$ cat src/rtl/multicycle_control_fsm_if.sv
// Purpose: controller <-> datapath bundle for the multicycle MIPS core.
// Latency: none (wires only).
// Backpressure: mem_ready from the unified memory stalls the controller.
// Ports: master = sequencing controller (drives strobes/selects, reads
//        opcode/funct/flags); slave = datapath side (the mirror image).
interface multicycle_control_fsm_if;
    logic [5:0]  Opcode;
    logic [5:0]  Funct;
    logic        Zero;
    logic        mem_ready;

    logic        IorD;
    logic        IRWrite;
    logic        MemWrite;
    logic        RegWrite;
    logic        RegDst;
    logic        MemToReg;
    logic        ALUSrcA;
    logic        Branch;
    logic        PCEn;
    logic [1:0]  PCSrc;
    logic [1:0]  ALUSrcB;
    logic [2:0]  ALUControl;
    logic        instr_done;
    logic        illegal_op;
    logic [31:0] retired;
    logic [3:0]  state;

    modport master (
        input  Opcode, Funct, Zero, mem_ready,
        output IorD, IRWrite, MemWrite, RegWrite, RegDst, MemToReg, ALUSrcA,
               Branch, PCEn, PCSrc, ALUSrcB, ALUControl, instr_done,
               illegal_op, retired, state
    );

    modport slave (
        output Opcode, Funct, Zero, mem_ready,
        input  IorD, IRWrite, MemWrite, RegWrite, RegDst, MemToReg, ALUSrcA,
               Branch, PCEn, PCSrc, ALUSrcB, ALUControl, instr_done,
               illegal_op, retired, state
    );
endinterface

$ cat src/rtl/multicycle_control_fsm.sv
// Purpose: Moore sequencer for the multicycle MIPS datapath (fetch/decode/exec/mem/wb).
// Latency: lw 5, sw/R-type/addi 4, beq/j 3 cycles, +1 per mem_ready=0 cycle in FETCH/MEMRD/MEMWR.
// Backpressure: holds in FETCH, MEMRD and MEMWR until mem_ready=1; strobes gated by mem_ready there.
// Ports: clk, rst_n (async active-low); bus (master modport) carries Opcode/Funct/Zero/mem_ready
//        in and all datapath strobes, ALU op, instr_done, illegal_op, retired count and state out.
module multicycle_control_fsm (
    input  logic                       clk,
    input  logic                       rst_n,
    multicycle_control_fsm_if.master   bus
);

    typedef enum logic [3:0] {
        S_RESET   = 4'd0,
        S_FETCH   = 4'd1,
        S_DECODE  = 4'd2,
        S_MEMADR  = 4'd3,
        S_MEMRD   = 4'd4,
        S_MEMWB   = 4'd5,
        S_MEMWR   = 4'd6,
        S_RTYPEEX = 4'd7,
        S_RTYPEWB = 4'd8,
        S_BEQEX   = 4'd9,
        S_ADDIEX  = 4'd10,
        S_ADDIWB  = 4'd11,
        S_JEX     = 4'd12
    } state_t;

    localparam logic [5:0] OP_RTYPE = 6'b000000;
    localparam logic [5:0] OP_LW    = 6'b100011;
    localparam logic [5:0] OP_SW    = 6'b101011;
    localparam logic [5:0] OP_BEQ   = 6'b000100;
    localparam logic [5:0] OP_ADDI  = 6'b001000;
    localparam logic [5:0] OP_J     = 6'b000010;

    localparam logic [5:0] FN_ADD = 6'b100000;
    localparam logic [5:0] FN_SUB = 6'b100010;
    localparam logic [5:0] FN_AND = 6'b100100;
    localparam logic [5:0] FN_OR  = 6'b100101;
    localparam logic [5:0] FN_SLT = 6'b101010;

    localparam logic [2:0] ALU_ADD = 3'b010;
    localparam logic [2:0] ALU_SUB = 3'b110;
    localparam logic [2:0] ALU_AND = 3'b000;
    localparam logic [2:0] ALU_OR  = 3'b001;
    localparam logic [2:0] ALU_SLT = 3'b111;

    state_t      state_q;
    state_t      state_d;
    logic [31:0] retired_q;

    logic        rtype_ok;
    logic [2:0]  rtype_alu;

    logic        iord_c;
    logic        irwrite_c;
    logic        memwrite_c;
    logic        regwrite_c;
    logic        regdst_c;
    logic        memtoreg_c;
    logic        alusrca_c;
    logic        branch_c;
    logic        pcen_c;
    logic [1:0]  pcsrc_c;
    logic [1:0]  alusrcb_c;
    logic [2:0]  aluctl_c;
    logic        done_c;
    logic        illegal_c;

    // Funct decode is shared by DECODE (legality) and RTYPEEX (ALU op).
    always_comb begin
        rtype_ok  = 1'b1;
        rtype_alu = ALU_ADD;
        case (bus.Funct)
            FN_ADD:  rtype_alu = ALU_ADD;
            FN_SUB:  rtype_alu = ALU_SUB;
            FN_AND:  rtype_alu = ALU_AND;
            FN_OR:   rtype_alu = ALU_OR;
            FN_SLT:  rtype_alu = ALU_SLT;
            default: rtype_ok  = 1'b0;
        endcase
    end

    always_ff @(posedge clk or negedge rst_n) begin
        if (!rst_n) begin
            state_q <= S_RESET;
        end else begin
            state_q <= state_d;
        end
    end

    always_comb begin
        state_d    = state_q;
        iord_c     = 1'b0;
        irwrite_c  = 1'b0;
        memwrite_c = 1'b0;
        regwrite_c = 1'b0;
        regdst_c   = 1'b0;
        memtoreg_c = 1'b0;
        alusrca_c  = 1'b0;
        branch_c   = 1'b0;
        pcen_c     = 1'b0;
        pcsrc_c    = 2'b00;
        alusrcb_c  = 2'b00;
        aluctl_c   = ALU_ADD;
        done_c     = 1'b0;
        illegal_c  = 1'b0;

        case (state_q)
            S_RESET: begin
                // RESET drives everything low, ALU op included, so the
                // outputs are all-zero for the whole time rst_n is held.
                aluctl_c = 3'b000;
                state_d  = S_FETCH;
            end
            S_FETCH: begin
                alusrcb_c = 2'b01;
                irwrite_c = bus.mem_ready;
                pcen_c    = bus.mem_ready;
                if (bus.mem_ready) state_d = S_DECODE;
            end
            S_DECODE: begin
                alusrcb_c = 2'b11;
                case (bus.Opcode)
                    OP_LW, OP_SW: state_d = S_MEMADR;
                    OP_BEQ:       state_d = S_BEQEX;
                    OP_ADDI:      state_d = S_ADDIEX;
                    OP_J:         state_d = S_JEX;
                    OP_RTYPE: begin
                        if (rtype_ok) begin
                            state_d = S_RTYPEEX;
                        end else begin
                            state_d   = S_FETCH;
                            illegal_c = 1'b1;
                        end
                    end
                    default: begin
                        state_d   = S_FETCH;
                        illegal_c = 1'b1;
                    end
                endcase
            end
            S_MEMADR: begin
                alusrca_c = 1'b1;
                alusrcb_c = 2'b10;
                state_d   = (bus.Opcode == OP_LW) ? S_MEMRD : S_MEMWR;
            end
            S_MEMRD: begin
                iord_c = 1'b1;
                if (bus.mem_ready) state_d = S_MEMWB;
            end
            S_MEMWB: begin
                memtoreg_c = 1'b1;
                regwrite_c = 1'b1;
                done_c     = 1'b1;
                state_d    = S_FETCH;
            end
            S_MEMWR: begin
                iord_c     = 1'b1;
                memwrite_c = 1'b1;
                // Store retires only on the cycle memory accepts it.
                done_c     = bus.mem_ready;
                if (bus.mem_ready) state_d = S_FETCH;
            end
            S_RTYPEEX: begin
                alusrca_c = 1'b1;
                aluctl_c  = rtype_alu;
                state_d   = S_RTYPEWB;
            end
            S_RTYPEWB: begin
                regdst_c   = 1'b1;
                regwrite_c = 1'b1;
                done_c     = 1'b1;
                state_d    = S_FETCH;
            end
            S_BEQEX: begin
                alusrca_c = 1'b1;
                aluctl_c  = ALU_SUB;
                branch_c  = 1'b1;
                pcsrc_c   = 2'b01;
                pcen_c    = bus.Zero;
                done_c    = 1'b1;
                state_d   = S_FETCH;
            end
            S_ADDIEX: begin
                alusrca_c = 1'b1;
                alusrcb_c = 2'b10;
                state_d   = S_ADDIWB;
            end
            S_ADDIWB: begin
                regwrite_c = 1'b1;
                done_c     = 1'b1;
                state_d    = S_FETCH;
            end
            S_JEX: begin
                pcsrc_c = 2'b10;
                pcen_c  = 1'b1;
                done_c  = 1'b1;
                state_d = S_FETCH;
            end
            default: begin
                // Unused codes 13-15: recover to FETCH with outputs quiet.
                aluctl_c = 3'b000;
                state_d  = S_FETCH;
            end
        endcase
    end

    always_ff @(posedge clk or negedge rst_n) begin
        if (!rst_n) begin
            retired_q <= 32'd0;
        end else if (done_c) begin
            retired_q <= retired_q + 32'd1;
        end
    end

    assign bus.IorD       = iord_c;
    assign bus.IRWrite    = irwrite_c;
    assign bus.MemWrite   = memwrite_c;
    assign bus.RegWrite   = regwrite_c;
    assign bus.RegDst     = regdst_c;
    assign bus.MemToReg   = memtoreg_c;
    assign bus.ALUSrcA    = alusrca_c;
    assign bus.Branch     = branch_c;
    assign bus.PCEn       = pcen_c;
    assign bus.PCSrc      = pcsrc_c;
    assign bus.ALUSrcB    = alusrcb_c;
    assign bus.ALUControl = aluctl_c;
    assign bus.instr_done = done_c;
    assign bus.illegal_op = illegal_c;
    assign bus.retired    = retired_q;
    assign bus.state      = state_q;

endmodule

$ cat src/flat_wrapper.sv
// flat-port wrapper written by rule: the top's interface ports become plain ports
module multicycle_control_fsm_flat 
  (clk, rst_n, bus_Opcode, bus_Funct, bus_Zero, bus_mem_ready, bus_IorD, bus_IRWrite, bus_MemWrite, bus_RegWrite, bus_RegDst, bus_MemToReg, bus_ALUSrcA, bus_Branch, bus_PCEn, bus_PCSrc, bus_ALUSrcB, bus_ALUControl, bus_instr_done, bus_illegal_op, bus_retired, bus_state);
  multicycle_control_fsm_if bus_i ();
  input  logic clk;
  input  logic rst_n;
  input wire logic [$bits(bus_i.Opcode)-1:0] bus_Opcode;
  input wire logic [$bits(bus_i.Funct)-1:0] bus_Funct;
  input wire logic [$bits(bus_i.Zero)-1:0] bus_Zero;
  input wire logic [$bits(bus_i.mem_ready)-1:0] bus_mem_ready;
  output wire logic [$bits(bus_i.IorD)-1:0] bus_IorD;
  output wire logic [$bits(bus_i.IRWrite)-1:0] bus_IRWrite;
  output wire logic [$bits(bus_i.MemWrite)-1:0] bus_MemWrite;
  output wire logic [$bits(bus_i.RegWrite)-1:0] bus_RegWrite;
  output wire logic [$bits(bus_i.RegDst)-1:0] bus_RegDst;
  output wire logic [$bits(bus_i.MemToReg)-1:0] bus_MemToReg;
  output wire logic [$bits(bus_i.ALUSrcA)-1:0] bus_ALUSrcA;
  output wire logic [$bits(bus_i.Branch)-1:0] bus_Branch;
  output wire logic [$bits(bus_i.PCEn)-1:0] bus_PCEn;
  output wire logic [$bits(bus_i.PCSrc)-1:0] bus_PCSrc;
  output wire logic [$bits(bus_i.ALUSrcB)-1:0] bus_ALUSrcB;
  output wire logic [$bits(bus_i.ALUControl)-1:0] bus_ALUControl;
  output wire logic [$bits(bus_i.instr_done)-1:0] bus_instr_done;
  output wire logic [$bits(bus_i.illegal_op)-1:0] bus_illegal_op;
  output wire logic [$bits(bus_i.retired)-1:0] bus_retired;
  output wire logic [$bits(bus_i.state)-1:0] bus_state;
  assign bus_i.Opcode = bus_Opcode;
  assign bus_i.Funct = bus_Funct;
  assign bus_i.Zero = bus_Zero;
  assign bus_i.mem_ready = bus_mem_ready;
  assign bus_IorD = bus_i.IorD;
  assign bus_IRWrite = bus_i.IRWrite;
  assign bus_MemWrite = bus_i.MemWrite;
  assign bus_RegWrite = bus_i.RegWrite;
  assign bus_RegDst = bus_i.RegDst;
  assign bus_MemToReg = bus_i.MemToReg;
  assign bus_ALUSrcA = bus_i.ALUSrcA;
  assign bus_Branch = bus_i.Branch;
  assign bus_PCEn = bus_i.PCEn;
  assign bus_PCSrc = bus_i.PCSrc;
  assign bus_ALUSrcB = bus_i.ALUSrcB;
  assign bus_ALUControl = bus_i.ALUControl;
  assign bus_instr_done = bus_i.instr_done;
  assign bus_illegal_op = bus_i.illegal_op;
  assign bus_retired = bus_i.retired;
  assign bus_state = bus_i.state;
  multicycle_control_fsm u_core (.clk(clk), .rst_n(rst_n), .bus(bus_i));
endmodule
$ cat config.mk
export PLATFORM = sky130hd
export DESIGN_NAME = multicycle_control_fsm_flat
export DESIGN_NICKNAME = d
export VERILOG_FILES = /design/src/rtl/multicycle_control_fsm_if.sv /design/src/rtl/multicycle_control_fsm.sv /design/src/flat_wrapper.sv
export SDC_FILE = /design/constraint.sdc
export NUM_CORES = 1
export LEC_CHECK = 0
export ABC_AREA = 1
export BUFFER_PORTS_ARGS = -buffer_cell sky130_fd_sc_hd__buf_2
export CORE_MARGIN = 5
export CORE_UTILIZATION = 48
export DETAILED_ROUTE_END_ITERATION = 8
export GPL_ROUTABILITY_DRIVEN = 0
export PLACE_DENSITY_LB_ADDON = 0.25
export SLEW_MARGIN = 20
export SYNTH_ARGS = -nofsm -noshare
export SYNTH_HDL_FRONTEND = slang
export SYNTH_SLANG_ARGS = --single-unit
$ cat constraint.sdc
create_clock -name clk -period 2.7 [get_ports clk]
set_input_delay 0.135 -clock clk [delete_from_list [all_inputs] [get_ports clk]]
set_output_delay 0.135 -clock clk [all_outputs]
set_load 0.02 [all_outputs]
======== Yosys cells after proc, flatten, opt, wreduce, memory -nomap -nowiden ========
Index checks and enable logic that the tools add are counted.
storage, ports and cells
  flip-flop bits (word level) ............. 36
  bits in latches ......................... 0
  RAM bits ................................ 0
  ROM bits ................................ 0
  bits of input ports ..................... 16
  output and inout bits ................... 54
  word-level logic and storage cells ...... 64
  memories ................................ 0
operators by class
  $add $sub $neg .......................... 1
  multiply operators ...................... 0
  divide/modulo/power cells ............... 0
  magnitude comparators ................... 0
  equality and inequality tests ........... 25
  shifts and indexed selects .............. 0
  multiplexer cells ....................... 25
  bitwise logic cells ..................... 0
  reductions and logical operators ........ 11
operators by type and width
  operator                 count
  $eq A6 B6 Y1 const B     7
  $add A32 B1 Y32 const B  1
  $pmux W4 S7              1
  $eq A4 B4 Y1 const B     5
  $pmux W4 S5              1
  $eq A4 B3 Y1 const B     4
  $reduce_or A5 Y1         3
  $mux W4                  3
  $pmux W3 S4              1
  $mux W1                  11
  $reduce_or A10 Y1        1
  $pmux W3 S3              1
  $eq A4 B2 Y1 const B     2
  $eq A6 B2 Y1 const B     1
  $eq A6 B3 Y1 const B     1
  $eq A6 B4 Y1 const B     1
  $logic_not A6 Y1         1
  $ne A2 B2 Y1 const B     3
  $pmux W2 S3              1
  $reduce_or A2 Y1         3
  $eq A4 B1 Y1 const B     1
  $pmux W1 S2              2
  $pmux W2 S2              1
  $reduce_or A4 Y1         1
  5 further kinds          5

======== Logic depth before layout (Yosys ltp) ========
  word-level depth ........................ 6
  gate-level depth with buffers ........... 13
  gate-level depth less buffers ........... 13

======== Least setup slack after synthesis ========
No wires, ideal clock.
  path type ............................... register -> register
  from .................................... register u_core.state_q[1] (netlist: u_core.bus.state[1])
  to ...................................... register u_core.retired_q[20] (netlist: u_core.bus.retired[20])
  library setup time ...................... 0.132 ns
  data arrival time ....................... 1.663 ns
  data required time ...................... 2.568 ns
  slack ................................... 0.905 ns
  cell stages (with the launch flop) ...... 9
  buffers on the path ..................... 1
  clock period less this slack ............ 1.795 ns
  cells stage by stage .................... dfrtp_1 inv_1 nand2_1 nor3_2 nor2_2 nand3_4 buf_6 nand4_1 xnor2_1
between the ends
  cells in the longest elaborated chain, start to end .. 3
  elaborated cells between the ends (all ways) .. 8
  those cells by class .................... eq/ne (6); mux (1); reduce/logical (1)
ends and longest elaborated chain
  item                                          line                           text
  start: declaration                            multicycle_control_fsm.sv:47   state_t state_q;
  start signal: assignment                      multicycle_control_fsm.sv:87   state_q <= state_d;
  $eq A4 B3 Y1 or $eq A4 B4 Y1 (tied branches)  multicycle_control_fsm.sv:108  case (state_q)
  $reduce_or A5 Y1 (no source line)             n/a
  $pmux W1 S2 *                                 multicycle_control_fsm.sv:108
  end signal: assignment                        multicycle_control_fsm.sv:212  retired_q <= retired_q + 32'd1;
  end: declaration                              multicycle_control_fsm.sv:49   logic [31:0] retired_q;
Mark *: on every way between the ends. The rest lies on a longest branch, timed or not.
A chain may end at the register's enable or synchronous reset.

======== Worst setup path after layout ========
  from .................................... register u_core.state_q[0] (netlist: u_core.bus.state[0])
  to ...................................... output port bus_instr_done
between the ends
  cells in the longest elaborated chain, start to end .. 3
  elaborated cells between the ends (all ways) .. 8
  those cells by class .................... eq/ne (6); mux (1); reduce/logical (1)
ends and longest elaborated chain
  item                                          line                           text
  $eq A4 B3 Y1 or $eq A4 B4 Y1 (tied branches)  multicycle_control_fsm.sv:108
  $reduce_or A5 Y1 (no source line)             n/a
  $pmux W1 S2 *                                 multicycle_control_fsm.sv:108
  end: declaration                              flat_wrapper.sv:23             output wire logic [$bits(bus_i.instr_done)-1:0] bus_instr_done;
Marked as above.

==> flow_metrics.py <==
metrics = {
    "cells_and_area": {
        "syn_to_final_growth_pct": 19.3,
        "fin_nets": 478,
        "diodes": 0,
        "final_layout_size_suffix_gt1_frac": 0.203,
        "design_area_sq_um": 3070,
    },
    "logic_synthesis": {
        "synth-edff-count": 0,
        "synth_xor_area_frac": 0.0988,
        "synth-compound-area-share": 0.0399,
        "async_flop_share": 1.00,
        "yosys.area_share.adder": 0.00487,
        "yosys.area.top_type": "dfrtp_1",
        "syn-instance-count": 388,
        "synth_common_cells": "126 x nand2_1, 55 x inv_1, 49 x nor2_1",
        "avgSynthCellArea_sq_um": 6.62,
        "muxShareOfSynthArea": 0,
        "synth_top_family_by_area": "simple AND/OR/NAND/NOR gates",
        "ys.flop_type": "dfrtp_1",
        "synth_warnings": 0,
        "synth-simple-area-share": 0.403,
        "syn_area_sq_um": 2570,
        "yosysMostFrequentCell": "nand2_1",
        "ys_seq_elements": 36,
        "ys_seq_area_frac": 0.351,
        "synthTopCellsByArea": "dfrtp_1 35%, nand2_1 18%, inv_1 8.0%",
        "ys_types": 27,
        "synthesis.nets": 405,
        "synth_top_area_share": 0.351,
    },
    "critical_path": {
        "r2r_cells": 8,
        "path_max_fanout": 35,
        "cp_top_family": "simple AND/OR/NAND/NOR gates",
        "crit_arrival_ns": 1.85,
        "critical_path.cell_chain": "inv_2 -> nor2_2 -> inv_2 -> nor2_2 -> nor2_2 -> nand3_4 -> buf_2",
        "crit_type": "flip-flop to primary output",
        "required_ns": 2.57,
        "cp_common_cell": "nor2_2",
        "critPathBufInv": 3,
        "critPathCaptureType": "primary output",
        "critPathSlowestCell": "dfrtp_1",
        "critical-path-max-stage-delay_ns": 0.43,
        "startpoint_type": "flip-flop",
        "crit_cells": 7,
    },
    "global_route": {
        "grt_pass1_vias": 2650,
        "overflow": 0,
        "antenna_found_initial": 0,
        "grt_pass1_wl_mm": 11.7,
        "grtUsageTotal": 0.199,
        "grt_max_degree": 37,
    },
    "pwr": {
        "leakage_nw": 1.76,
        "p_per_area_nw_per_um2": 694,
        "irDropWorstVdd_mv": 0.617,
    },
    "floorplanning": {
        "start_util": 0.500,
        "num_rows": 26,
        "ios": 70,
        "die_w_um": 83.2,
        "dieArea_sq_um": 6920,
        "die_h_um": 83.2,
        "design.core.area_sq_um": 5140,
    },
    "worst_hold_path": {
        "hold_depth": 4,
        "hp-class": "primary input to flip-flop",
    },
    "route": {
        "drt-initial-drc-count": 141,
        "routed_wl_mm": 6.57,
        "route.detailed.drc": 0,
        "first_pass_iters": 4,
        "avgRoutedWirePerCell_um": 12.4,
        "vias": 2614,
        "via_per_inst": 4.91,
        "ant_nets": 0,
    },
    "timing": {
        "fmax_mhz": 504,
        "finalSetupViolations": 0,
        "slew_headroom": 0.457,
        "hold_ws_ns": 0.133,
        "slew_viol_final": 0,
        "worstMarginPinSlew_ns": 0.814,
        "hold_viol_final": 0,
        "fin_setup_tns_ns": 0,
        "rsz0062_at_grt": "no",
        "clock-skew-final_ns": 0.00702,
        "period_minus_slack_ns": 1.98,
        "finalCritPeriodShare": 0.735,
    },
    "placement": {
        "placed_area_sq_um": 2970,
        "port_buffers": 69,
        "dpl.hpwl_mm": 5.31,
    },
    "clock_tree": {
        "cts_buffer_depth": 2,
        "clock-sinks": 36,
        "cts_root_buf": "clkbuf_8",
        "insertion_delay_ns": 0.29,
        "htree_levels": 2,
        "ctsResizeCount": 0,
        "cts_tree": "done",
        "clk_pin_slew_worst_paths_ns": 0.07,
        "cts-buffers-inserted": 5,
    },
    "outcome": {
        "status": "completed",
    },
    "job": {
        "drv_cap": 0,
    },
}
-- power by group --
| part | switching [W] | total, W | internal (W) |
|---|---|---|---|
| Combinational | 0.000728 | 0.00104 | 0.000312 |
| Clock | 0.000202 | 0.000382 | 0.000180 |
| Sequential | 0.0000895 | 0.000705 | 0.000615 |
-- registers in the layout, indices dropped and copies added, names as in the netlist --
name / cells
u_core.bus.state: 4
u_core.bus.retired: 32
-- per-stage QoR --
| stage | power (W) | setup slack, ns | cells | utilization |
|---|---|---|---|---|
| CTS | 0.00215 | 0.696 | 532 | 0.596 |
| global placement | 0.00175 | 0.928 | 523 | 0.577 |
| finish | 0.00213 | 0.716 | 532 | 0.596 |
| floorplan | 0.00148 | 0.905 | 388 | - |
| detailed placement | 0.00176 | 0.830 | 523 | 0.577 |
| global route | 0.00229 | 0.529 | 532 | 0.596 |
-- cell usage in the layout, fill, tap and decap left out, drive strengths merged --
master,instances
nand2,127
buf,69
inv,61
nor2,57
dfrtp,36
nand3,25
nor3,22
xor2,21
o21ai,10
xnor2,8
nand4,7
clkbuf,5
a21oi,3
clkinv,3
o21a,2
a211oi,1
a211o,1
a31oi,1
and3,1
ha,1
dlygate4sd3,1
-- routing by layer --
| metal | vias up | part of all wire | global-route usage |
|---|---|---|---|
| met4 | 0 | 0.016 | 0.0609 |
| met1 | 1197 | 0.46 | 0.249 |
| li1 | 1349 | - | - |
| met2 | 58 | 0.48 | 0.339 |
| met5 | - | 0 | 0 |
| met3 | 10 | 0.047 | 0.0465 |
-- timing repair --
item,CTS,global route
setup buffers,0,0
hold buffers,1,0
hold endpoints to repair,36,0
-- final timing paths --
path,start,end,slack (ns)
worst min register to register,u_core.bus.retired[7],u_core.bus.retired[7],0.52
worst max register to register,u_core.bus.state[1],u_core.bus.retired[18],0.81
max in group asynchronous,rst_n,u_core.bus.retired[11],1.72
worst max-delay path,u_core.bus.state[0],bus_instr_done,0.72
min in group asynchronous,rst_n,u_core.bus.retired[17],0.47
worst min-delay path,bus_mem_ready,u_core.bus.state[1],0.13
-- worst min-delay path, delay by kind of cell --
family / cells / cell delay, ns
simple gates: 2 / 0.10
buf+inv: 2 / 0.15
-- cell families after synthesis --
kind of cell,after synthesis
simple gates,239
buf+inv,65
flops,36
xor+xnor,29
compound gates,18
fa+ha+maj,1
-- cell type report --
| type | count | area (sq um) |
|---|---|---|
| Multi-Input combinational cell | 287 | 1410 |
| Clock inverter | 3 | 18.8 |
| Fill cell | 537 | 2070 |
| Tap cell | 70 | 87.6 |
| Sequential cell | 36 | 901 |
| Timing Repair Buffer | 70 | 355 |
| Inverter | 61 | 229 |
| Clock buffer | 5 | 68.8 |
Power figures use the tool's default switching activity.
